==> config.mk <==
export PLATFORM = sky130hd
export DESIGN_NAME = mo_lightpen_mouse
export DESIGN_NICKNAME = d
export VERILOG_FILES = /design/src/rtl/mo_lightpen_mouse.sv
export SDC_FILE = /design/constraint.sdc
export NUM_CORES = 1
export LEC_CHECK = 0
export ABC_AREA = 1
export BUFFER_PORTS_ARGS = -buffer_cell sky130_fd_sc_hd__buf_2
export CAP_MARGIN = 30
export CORE_MARGIN = 2
export CORE_UTILIZATION = 50
export DETAILED_ROUTE_END_ITERATION = 6
export GPL_TIMING_DRIVEN = 0
export PLACE_DENSITY = 0.72
export SLEW_MARGIN = 10
export SYNTH_ARGS = -nofsm -noshare
export SYNTH_HDL_FRONTEND = slang
export SYNTH_SLANG_ARGS = --single-unit
==> constraint.sdc <==
create_clock -name i_clk_sys -period 6.75 [get_ports i_clk_sys]
set_input_delay 0.3375 -clock i_clk_sys [delete_from_list [all_inputs] [get_ports i_clk_sys]]
set_output_delay 0.3375 -clock i_clk_sys [all_outputs]
set_load 0.005 [all_outputs]
==> src/rtl/mo_lightpen_mouse.sv <==
// Purpose : MO5/MO6 light pen emulated from the host PS/2 mouse. Relative motion
//           from toggle-framed packets is accumulated into an absolute pen position
//           clamped to the 320x200 active area; o_pen_hit pulses when the beam
//           passes under the pen.
// Latency : toggle change sampled at edge 0 -> pen outputs and o_pen_moved at edge 4.
//           o_pen_hit is registered, one cycle after the matching pixel.
// Flow    : no backpressure. A packet that arrives while one is still pending
//           replaces it, and the older deltas are dropped.
//
// Ports
//   i_clk_sys     system clock
//   i_reset       asynchronous active-high reset
//   i_ps2_mouse   [2:0] L/R/M buttons, [4] X sign, [5] Y sign, [15:8] X delta,
//                 [23:16] Y delta, [24] toggle that flips once per packet
//   i_pix_ce      pixel clock enable
//   i_hpos        beam pixel index, valid while i_vid_active is high
//   i_vpos        beam line index, valid while i_vid_active is high
//   i_vid_active  beam is inside the active area
//   o_pen_x       committed pen X, 0..H_ACTIVE-1
//   o_pen_y       committed pen Y, 0..V_ACTIVE-1
//   o_pen_button  left button of the last committed packet
//   o_pen_hit     one-cycle pulse: beam under the pen
//   o_pen_moved   one-cycle pulse at each commit
module mo_lightpen_mouse #(
   parameter int H_ACTIVE    = 320,
   parameter int V_ACTIVE    = 200,
   parameter int INIT_X      = 160,
   parameter int INIT_Y      = 100,
   parameter int SPEED_SHIFT = 0,
   parameter int HIT_WIDTH   = 2
) (
   input  logic        i_clk_sys,
   input  logic        i_reset,
   input  logic [24:0] i_ps2_mouse,
   input  logic        i_pix_ce,
   input  logic [8:0]  i_hpos,
   input  logic [7:0]  i_vpos,
   input  logic        i_vid_active,
   output logic [8:0]  o_pen_x,
   output logic [7:0]  o_pen_y,
   output logic        o_pen_button,
   output logic        o_pen_hit,
   output logic        o_pen_moved
);

   typedef enum logic [2:0] {
      ST_ARM,
      ST_IDLE,
      ST_SUM,
      ST_CLAMP,
      ST_COMMIT
   } state_t;

   localparam logic signed [10:0] L_XMAX = 11'(H_ACTIVE - 1);
   localparam logic signed [10:0] L_YMAX = 11'(V_ACTIVE - 1);

   state_t             r_state;
   logic               r_tog_q;
   logic               r_pend;
   logic [23:0]        r_pkt;
   logic signed [10:0] r_sx;
   logic signed [10:0] r_sy;
   logic [8:0]         r_cx;
   logic [7:0]         r_cy;
   logic               r_btn;
   logic [8:0]         r_pen_x;
   logic [7:0]         r_pen_y;
   logic               r_pen_button;
   logic               r_pen_hit;
   logic               r_pen_moved;

   logic               w_new_pkt;
   logic signed [8:0]  w_dx9;
   logic signed [8:0]  w_dy9;
   logic signed [10:0] w_sx;
   logic signed [10:0] w_sy;
   logic [8:0]         w_cx;
   logic [7:0]         w_cy;
   logic               w_hit;

   // ARM swallows whatever toggle level is present at reset release.
   assign w_new_pkt = (r_state != ST_ARM) && (i_ps2_mouse[24] != r_tog_q);

   assign w_dx9 = $signed({r_pkt[4], r_pkt[15:8]}) >>> SPEED_SHIFT;
   assign w_dy9 = $signed({r_pkt[5], r_pkt[23:16]}) >>> SPEED_SHIFT;

   // PS/2 +Y points up while screen lines count downwards.
   assign w_sx = $signed({2'b00, r_pen_x}) + $signed({{2{w_dx9[8]}}, w_dx9});
   assign w_sy = $signed({3'b000, r_pen_y}) - $signed({{2{w_dy9[8]}}, w_dy9});

   assign w_cx = r_sx[10] ? 9'd0 : ((r_sx > L_XMAX) ? L_XMAX[8:0] : r_sx[8:0]);
   assign w_cy = r_sy[10] ? 8'd0 : ((r_sy > L_YMAX) ? L_YMAX[7:0] : r_sy[7:0]);

   // Compare one bit wider so pen_x+HIT_WIDTH-1 cannot wrap.
   assign w_hit = i_pix_ce && i_vid_active && (i_vpos == r_pen_y) &&
                  ({1'b0, i_hpos} >= {1'b0, r_pen_x}) &&
                  ({1'b0, i_hpos} <= ({1'b0, r_pen_x} + 10'(HIT_WIDTH - 1)));

   always_ff @(posedge i_clk_sys or posedge i_reset) begin
      if (i_reset) begin
         r_state      <= ST_ARM;
         r_tog_q      <= 1'b0;
         r_pend       <= 1'b0;
         r_pkt        <= '0;
         r_sx         <= '0;
         r_sy         <= '0;
         r_cx         <= '0;
         r_cy         <= '0;
         r_btn        <= 1'b0;
         r_pen_x      <= 9'(INIT_X);
         r_pen_y      <= 8'(INIT_Y);
         r_pen_button <= 1'b0;
         r_pen_hit    <= 1'b0;
         r_pen_moved  <= 1'b0;
      end else begin
         r_pen_hit   <= w_hit;
         r_pen_moved <= 1'b0;

         if (w_new_pkt) begin
            r_tog_q <= i_ps2_mouse[24];
            r_pkt   <= i_ps2_mouse[23:0];
            r_pend  <= 1'b1;
         end

         case (r_state)
            ST_ARM: begin
               r_tog_q <= i_ps2_mouse[24];
               r_state <= ST_IDLE;
            end
            ST_IDLE: begin
               // Clearing pend wins over a packet landing on this edge: that
               // packet is already in r_pkt when SUM reads it, so it is used
               // once and never committed a second time.
               if (r_pend) begin
                  r_pend  <= 1'b0;
                  r_state <= ST_SUM;
               end
            end
            ST_SUM: begin
               r_sx    <= w_sx;
               r_sy    <= w_sy;
               r_btn   <= r_pkt[0];
               r_state <= ST_CLAMP;
            end
            ST_CLAMP: begin
               r_cx    <= w_cx;
               r_cy    <= w_cy;
               r_state <= ST_COMMIT;
            end
            ST_COMMIT: begin
               r_pen_x      <= r_cx;
               r_pen_y      <= r_cy;
               r_pen_button <= r_btn;
               r_pen_moved  <= 1'b1;
               r_state      <= ST_IDLE;
            end
            default: r_state <= ST_IDLE;
         endcase
      end
   end

   assign o_pen_x      = r_pen_x;
   assign o_pen_y      = r_pen_y;
   assign o_pen_button = r_pen_button;
   assign o_pen_hit    = r_pen_hit;
   assign o_pen_moved  = r_pen_moved;

endmodule

# Yosys cells after proc, flatten, opt, wreduce, memory -nomap -nowiden
# Cells that the tools add are included.
# W data, S select, Z words.
[word_totals]
ff_bits = 89
input_bits = 46
output_inout_bits = 20
wordCells = 48
[classes]
n_eq_ne = 7
mux = 12
n_reduce_logical = 8
n_lt_le_gt_ge = 4
n_addsub = 3
[ops]
columns = ["operator", "n"]
rows = [
  ["$mux W9", 2],
  ["$mux W8", 2],
  ["$add A10 B9 Y11", 1],
  ["$gt A11 B10 Y1 const B", 1],
  ["$gt A11 B9 Y1 const B", 1],
  ["$add A9 B1 Y10 const B", 1],
  ["$le A9 B10 Y1", 1],
  ["$sub A9 B9 Y10", 1],
  ["$ge A9 B9 Y1", 1],
  ["$pmux W3 S3", 1],
  ["$eq A8 B8 Y1", 1],
  ["$eq A3 B2 Y1 const B", 2],
  ["$mux W1", 6],
  ["$logic_and A1 B1 Y1", 5],
  ["$eq A3 B1 Y1 const B", 1],
  ["$eq A3 B3 Y1 const B", 1],
  ["$logic_not A3 Y1", 1],
  ["$mux W3", 1],
  ["$reduce_bool A3 Y1", 1],
  ["$ne A2 B2 Y1 const B", 1],
  ["$reduce_bool A2 Y1", 1],
  ["$ne A1 B1 Y1", 1],
]

# Logic depth before layout (Yosys ltp)
# Gate-level depths: netlist of the first run.
[logic_depth]
depth_word = 5
depth_mapped = 17

# Worst setup path after synthesis of the first run
# OpenSTA, ideal clock, no wires.
[synth_timing]
path_kind = "reg2reg"
from = "reg r_pen_x[0] (netlist: o_pen_x[0])"
to = "reg r_pen_hit (netlist: o_pen_hit)"
synth_period_minus_slack_ns = 2.120
path_stages_with_launch = 16
n_path_buf = 0
setup_slack_ns = 4.630
arrival_ns = 2.049
path_cell_list = "dfrtp_1 ha_1 nand3_1 nor3_1 nand3_1 xor2_1 inv_1 ha_1 nand2_1 nor2_1 nand4_1 nand2_1 inv_1 nand2_1 nand2_1 nor2_1"
[synth_via]
elab_chain_cells = 3
[synth_lines]
columns = ["item", "line_no", "rtl"]
rows = [
  ["start: declaration", "66", "logic [8:0] r_pen_x;"],
  ["start signal: assignment", "110", "r_pen_x <= 9'(INIT_X);"],
  ["start signal: assignment", "151", "r_pen_x <= r_cx;"],
  ["$add A9 B1 Y10 or $ge A9 B9 Y1 (tied branches)", "97, 96", ""],
  ["$le A9 B10 Y1 or $logic_and A1 B1 Y1 (tied branches)", "97, 95", ""],
  ["$logic_and A1 B1 Y1 (*)", "96", "({1'b0, i_hpos} >= {1'b0, r_pen_x}) &&"],
  ["named net w_hit", "79", "logic w_hit;"],
  ["end signal: assignment", "116", "r_pen_hit <= w_hit;"],
  ["end: declaration", "69", "logic r_pen_hit;"],
]
# The timed path passes the listed nets; every way through them passes the cells marked *.
# A chain may end at the register's enable or synchronous reset.

# Final worst setup path of the first run
# Same ends and word-level chain as after synthesis.

==> flow_summary.ini, run 1 <==
[outcome]
outcome = finished, final reports clean

[final_layout]
n_fill_cell = 858
area_growth_pct = 14.6
final_cell_mix = 153 x nand2_1, 86 x inv_1, 78 x dfrtp_1, 67 x buf_2, 61 x o21ai_0
diodes = 0
fin_area_um2 = 5480
drive_gt1_share_pct = 15.5
fin_cells = 811
final_nets = 762
final_common_cell = nand2_1

[routing]
firstDrtPassIters = 4
ant_nets = 0
route.detailed.drc = 0
post_drt_wl_per_cell_um = 12.8
viasPerCell = 4.89
drt-total-wl_um = 10400
drt_iter0_drc = 185
num_vias = 3962

[synth]
ys_seq_area_share_pct = 43.6
synth_xor_xnor_area_share_pct = 2.93
synth_top_family_by_area = simple AND/OR/NAND/NOR gates
synth-simple-area-share_pct = 22.4
synth_fa_ha_area_share_pct = 10.5
ys.warnings.count = 0
synth_nets = 689
synth-compound-area-share_pct = 11.8
synthMuxAreaShare_pct = 0
synth-seq-cells = 83
synthesis.area_um2 = 4780
syn_inst = 604
avgSynthCellArea_um2 = 7.91
synth_cell_types = 36

[clock_network]
htree_num_levels = 3
clockBufferDepth = 2
cts_buffers = 9
clk_pin_slew_ns = 0.09
cts_root_buffer = clkbuf_8
clkSinkCount = 83
cts_tree = yes
clock_latency_ns = 0.36

[worst_setup_path]
crit_path_start_kind = flop
crit_start = o_pen_x[0]
rr_startpoint = o_pen_x[0]
path_max_fanout = 8
cp_data_required_time_ns = 7.05
cp.arrival_ns = 2.87
critPathKind = reg -> reg
cp-end-kind = flop
r2r_slack_ns = 4.18

[timing]
min_period_ns = 2.57
slew_viol_final = 0
rsz0062_at_grt = false
maxSlewHeadroom_pct = 70.9
hold_viol_final = 0
setup_viol = 0
hold_slack_ns = 0.176
fin_tns_setup_ns = 0
clock_skew_ns = 0.00790
tightest_slew_ns = 0.431
fin_crit_sh_pct = 38.0
fmax_mhz = 390

[placement]
gp_congestion = 0.837
dp_hpwl_um = 8340
io_buffers = 60
dp_cells = 794
place_area_um2 = 5270

[die]
start_util_pct = 51.7
die-area_um2 = 10400
num_rows = 35
coreArea_um2 = 9240
chipHeight_um = 102
io_pins = 66
die_x_um = 102

[power_and_ir_drop]
p_per_area_nw_per_um2 = 458
leakagePower_nw = 2.89
power.total_mw = 2.51
irDropWorstVdd_v = 0.000244

[global_routing]
grt_pass1_vias = 3726
grt_pass1_wl_um = 17300
overflow = 0
grt_max_degree = 52
antenna_found_initial = 0
grtUsageTotal_pct = 21.5

[hold_path]
hp-class = in -> reg
worstHoldStart = i_ps2_mouse[24]

[flow_run]
drv_cap = 0
[report_power, final]
part	switching, mW	internal, mW	total [mW]
Clock	0.204	0.143	0.348
Sequential	0.198	0.729	0.927
Combinational	0.742	0.489	1.23
[what timing repair did]
| action | 4_1_cts | 5_1_grt |
|---|---|---|
| gates resized for setup | 0 | 0 |
| endpoints found under the hold margin | 29 | 0 |
| hold buffers | 1 | 0 |
| buffers inserted | 0 | 0 |
[layout make-up]
type                       instances  area, um^2  share of cell area, %
timing repair buffer              62         338                   6.17
clock buffer                       9         124                   2.26
sequential                        83        2080                   38.0
tap                              129         161                   2.95
inverter                          92         348                   6.35
multi-input combinational        415        2270                   41.5
buffer                            14        77.6                   1.42
clock inverter                     7        71.3                   1.30
[layer usage]
layer,GRT usage (%),wire length [um]
met5,0,0
met4,6.24,122
met3,2.97,531
met2,36.3,4870
met1,29.1,4840
[critical path, cell delays in order (launching register included)]
cell     delay, ns
dfrtp_1       0.54
ha_1          0.25
nand3_1       0.13
nor3_1        0.28
nand3_1       0.14
xor2_1        0.15
inv_1         0.05
ha_1          0.29
nand2_1       0.06
nor2_1        0.21
nand4_1       0.12
nand2_1       0.08
inv_1         0.03
nand2_1       0.05
nand2_1       0.05
nor2_1        0.08
[logic make-up after synthesis]
family,after synthesis
AO/OA/AOI/OAI,107
adder cells (fa/ha/maj),39
XOR/XNOR,16
flip-flops,83
AND/OR/NAND/NOR,253
buffers and inverters,106
[synth_stat cells (all sizes together)]
master  count  area (um^2)
nand3b      2         15.0
clkbuf      4         16.3
xor2        9         78.8
nor4        1         6.26
nand4       3         18.8
or2         2         12.5
dfrtp      78         1950
ha         37          463
o22ai       3         18.8
buf        10         61.3
o21a        2         15.0
dfstp       5          131
nor3        3         20.0
inv        92          345
nand3      39          195
o21ai      69          345
nor2       49          215
a21oi      28          140
a21boi      1         7.51
o21bai      1         7.51
fa          2         40.0
a21o        1         7.51
nand2     154          586
o31ai       2         20.0
xnor2       7         61.3
[worst paths after layout]
kind | to | cells past startpoint
setup / recovery | o_pen_hit | 15
hold / removal | r_tog_q | 2
setup reg to reg | o_pen_hit | 15
hold reg to reg | r_sx[0] | 2
max in group asynchronous | o_pen_x[5] | 4
min in group asynchronous | r_pkt[0] | 3
[registers in the layout (all words and copies together), names as in the netlist, 3 cells and up]
register	flops
r_cx	9
r_sx	11
r_state	3
o_pen_x	9
r_sy	10
r_cy	8
o_pen_y	8
r_pkt	19
[metrics by stage]
stage          worst slack, ns  util (%)
5_1_grt                   3.98      59.3
3_5_place_dp              4.18      57.0
3_3_place_gp              3.43      56.7
6_report                  4.18      59.3
4_1_cts                   4.15      59.3
2_1_floorplan             4.28         -
No activity file was read; power rests on OpenSTA's default activity.
==> inputs of run 2 (changes only) <==
--- a/config.mk
+++ b/config.mk
@@ -5,14 +5,14 @@
 export SDC_FILE = /design/constraint.sdc
 export NUM_CORES = 1
 export LEC_CHECK = 0
-export ABC_AREA = 1
+export ABC_AREA = 0
 export BUFFER_PORTS_ARGS = -buffer_cell sky130_fd_sc_hd__buf_2
 export CAP_MARGIN = 30
 export CORE_MARGIN = 2
 export CORE_UTILIZATION = 50
 export DETAILED_ROUTE_END_ITERATION = 6
 export GPL_TIMING_DRIVEN = 0
-export PLACE_DENSITY = 0.72
+export PLACE_DENSITY = 0.75
 export SLEW_MARGIN = 10
 export SYNTH_ARGS = -nofsm -noshare
 export SYNTH_HDL_FRONTEND = slang
==> constraint.sdc (replaced) <==
create_clock -name i_clk_sys -period 2.3 [get_ports i_clk_sys]
set_input_delay 0.115 -clock i_clk_sys [delete_from_list [all_inputs] [get_ports i_clk_sys]]
set_output_delay 0.115 -clock i_clk_sys [all_outputs]
set_load 0.005 [all_outputs]
==> run 2 against run 1 <==
  * Highest routed layer unchanged
  * Maximum frequency is 3.6% higher
  * Register-to-register slack worse by 4.4 ns
  * Clock power grew to 2.7 times the previous value
  * Count of clock-buffer cells in the layout is 1 higher
  * Sequential power grew to 2.8 times the previous value
  * Critical path depth is 5 lower
  * The flow now finishes with violations (setup timing)
  * Via count is 6.8% lower
  * Design area is 0.37% lower
  * Clock skew is 0.0027 ns higher
  * First-iteration DRC count is 18% higher
==> flow_summary.ini, run 2 <==
[synth]
synth_edf_count = 0
synth_nets = 545
synth_top_cell_area_share_pct = 42.9
synth_cell_types = 53
avgSynthCellArea_um2 = 9.90
syn_inst = 460
yosys-top-cells-count = 78 x dfrtp_1, 68 x nand2_1, 41 x o21ai_0, 37 x ha_1, 28 x inv_1
yosys.area.top_type = dfrtp_1
synth_flop_cell = dfrtp_1
ys.warnings.count = 0
synth_most_common_cell = dfrtp_1
ys_seq_area_share_pct = 45.7
synthTopCellsByArea = dfrtp_1 43%, ha_1 10%, nand2_1 5.6%
async_reset_ff_share_pct = 100
synthesis.area_um2 = 4550
synth-seq-cells = 83

[die]
start_util_pct = 52.0
die_x_um = 99.4
coreArea_um2 = 8760
chipHeight_um = 99.4
io_pins = 66
die-area_um2 = 9890
num_rows = 34

[final_layout]
final_cell_mix = 74 x dfrtp_1, 68 x nand2_1, 65 x buf_2, 41 x o21ai_0, 37 x ha_1
drive_gt1_share_pct = 22.6
diodes = 0
final_common_cell = dfrtp_1
final_nets = 643
largest_reg_flops = 19
area_growth_pct = 19.8
top_regs = r_pkt: 19 flops, r_sx: 11 flops, r_sy: 10 flops
top_register = r_pkt

[clock_network]
cts_buffers = 9
clockBufferDepth = 2
htree_num_levels = 3
clock_latency_ns = 0.36
clk_pin_slew_ns = 0.08
clkSinkCount = 83
cts_tree = yes
cts_root_buffer = clkbuf_8

[timing]
slew_viol_final = 0
maxSlewHeadroom_pct = 65.7
setup_viol = 1
hold_viol_final = 0
fin_ws_ns = -0.177
clock_skew_ns = 0.0106
fmax_mhz = 404
hold_slack_ns = 0.0332
fin_crit_sh_pct = 108
rsz0062_at_grt = true
tightest_slew_ns = 0.515
min_period_ns = 2.48

[global_routing]
grtUsageTotal_pct = 22.9
grt_pass1_vias = 3776
overflow = 0
grt_pass1_wl_um = 18000
antenna_found_initial = 0
grt_max_degree = 37

[routing]
num_vias = 3693
firstDrtPassIters = 4
drt-total-wl_um = 10500
viasPerCell = 5.50
ant_nets = 0
route.detailed.drc = 0
drt_iter0_drc = 218
post_drt_wl_per_cell_um = 15.7

[worst_setup_path]
cp.arrival_ns = 2.75
rr_startpoint = o_pen_x[5]
r2r_slack_ns = -0.18
cpPeakStageDelay_ns = 0.54
crit_start = o_pen_x[5]
cp.depth = 10
path_max_fanout = 4
r2r_cells = 10
worstReg2RegEnd = o_pen_hit
cp_data_required_time_ns = 2.57
crit_path_start_kind = flop
critPathSlowestCell = dfstp_2
cp-end-kind = flop
worst-path-buf-inv = 1
crit_family = simple AND/OR/NAND/NOR gates
path_cells = inv_2 -> nor4_4 -> and3_1 -> nand2_1 -> xnor2_1 -> ha_1 -> a21oi_2 -> o211ai_1 -> or3_1 -> a311oi_2
critPathKind = reg -> reg
cp-endpoint = o_pen_hit

[flow_run]
drv_cap = 0

[power_and_ir_drop]
p_per_area_nw_per_um2 = 1340
irDropWorstVdd_v = 0.000485
leakagePower_nw = 2.56

[hold_path]
hp-class = in -> reg

[placement]
dp_hpwl_um = 7960
gp_congestion = 0.900
place_ws_ns = -0.330
io_buffers = 60

[outcome]
outcome = finished with violations
failed_checks = setup timing
==> run 2: worst min-delay path by stage <==
stage | start | to | depth (start not counted) | slack, ns
after floorplan | i_ps2_mouse[24] | r_tog_q | 1 | 0.21
after global placement | i_ps2_mouse[19] | r_pkt[19] | 3 | 0.32
after detailed placement | i_reset | r_pkt[9] | 2 | 0.17
after CTS | i_vid_active | o_pen_hit | 3 | 0.03
after global routing | i_vid_active | o_pen_hit | 3 | 0.04
final | i_vid_active | o_pen_hit | 3 | 0.03
==> run 2: final cells by class <==
class	count	area [um^2]
clock buffer	10	128
tap	108	135
clock inverter	6	42.5
multi-input combinational	331	2300
buffer	16	66.3
fill	752	3310
sequential	83	2090
timing repair buffer	87	581
inverter	30	116
==> run 2: per-stage QoR <==
step | utilization, % | std cells | total power, mW | area (um^2) | setup TNS [ns]
finish | 62.3 | 671 | 7.29 | 5460 | -0.177
global route | 62.3 | 671 | 7.97 | 5460 | -0.351
CTS | 62.2 | 671 | 7.28 | 5450 | -0.170
detailed placement | 57.5 | 630 | 6.23 | 5030 | -0.330
global placement | 57.0 | 628 | 6.04 | 4990 | -0.327
floorplan | - | 460 | 5.21 | 4560 | -0.0223
==> run 2: logic make-up (layout without fill, tap and decap cells) <==
family                   after synthesis  after routing  synth area share [%]
AND/OR/NAND/NOR                      136            136                  13.8
AO/OA/AOI/OAI                        110            110                  15.6
flip-flops                            83             83                  45.7
buffers and inverters                 46            149                  3.93
adder cells (fa/ha/maj)               39             39                  11.0
XOR/XNOR                              26             26                  5.00
multiplexers                          20             20                  4.92
==> run 2: power breakdown <==
group,internal (mW),leakage (nW),switching [mW]
combinational,1.62,1.45,2.09
sequential,2.13,1.03,0.507
clock,0.392,0.0822,0.548
==> run 2: timing repair <==
action / in CTS / in global routing
setup buffers: 4 / 0
pin swaps: 0 / 0
resized for setup: 3 / 3
setup endpoints to repair: 1 / 4
endpoints found under the hold margin: 37 / 0
hold buffers: 21 / 0
==> run 2: worst register-to-register path, delay by kind of cell, from the launching register on <==
kind / cells / cell delay [ns]
compound gates: 3 / 0.50
flops: 1 / 0.54
xor+xnor: 1 / 0.13
simple gates: 4 / 0.84
fa+ha+maj: 1 / 0.33
buf+inv: 1 / 0.05
==> run 2: routing by layer <==
layer	track usage (%)	routed length [um]	up-vias
met2	36.3	4870	101
li1	-	-	1811
met3	4.08	549	16
met1	31.7	4890	1765
met4	8.85	196	0
met5	0	0	-
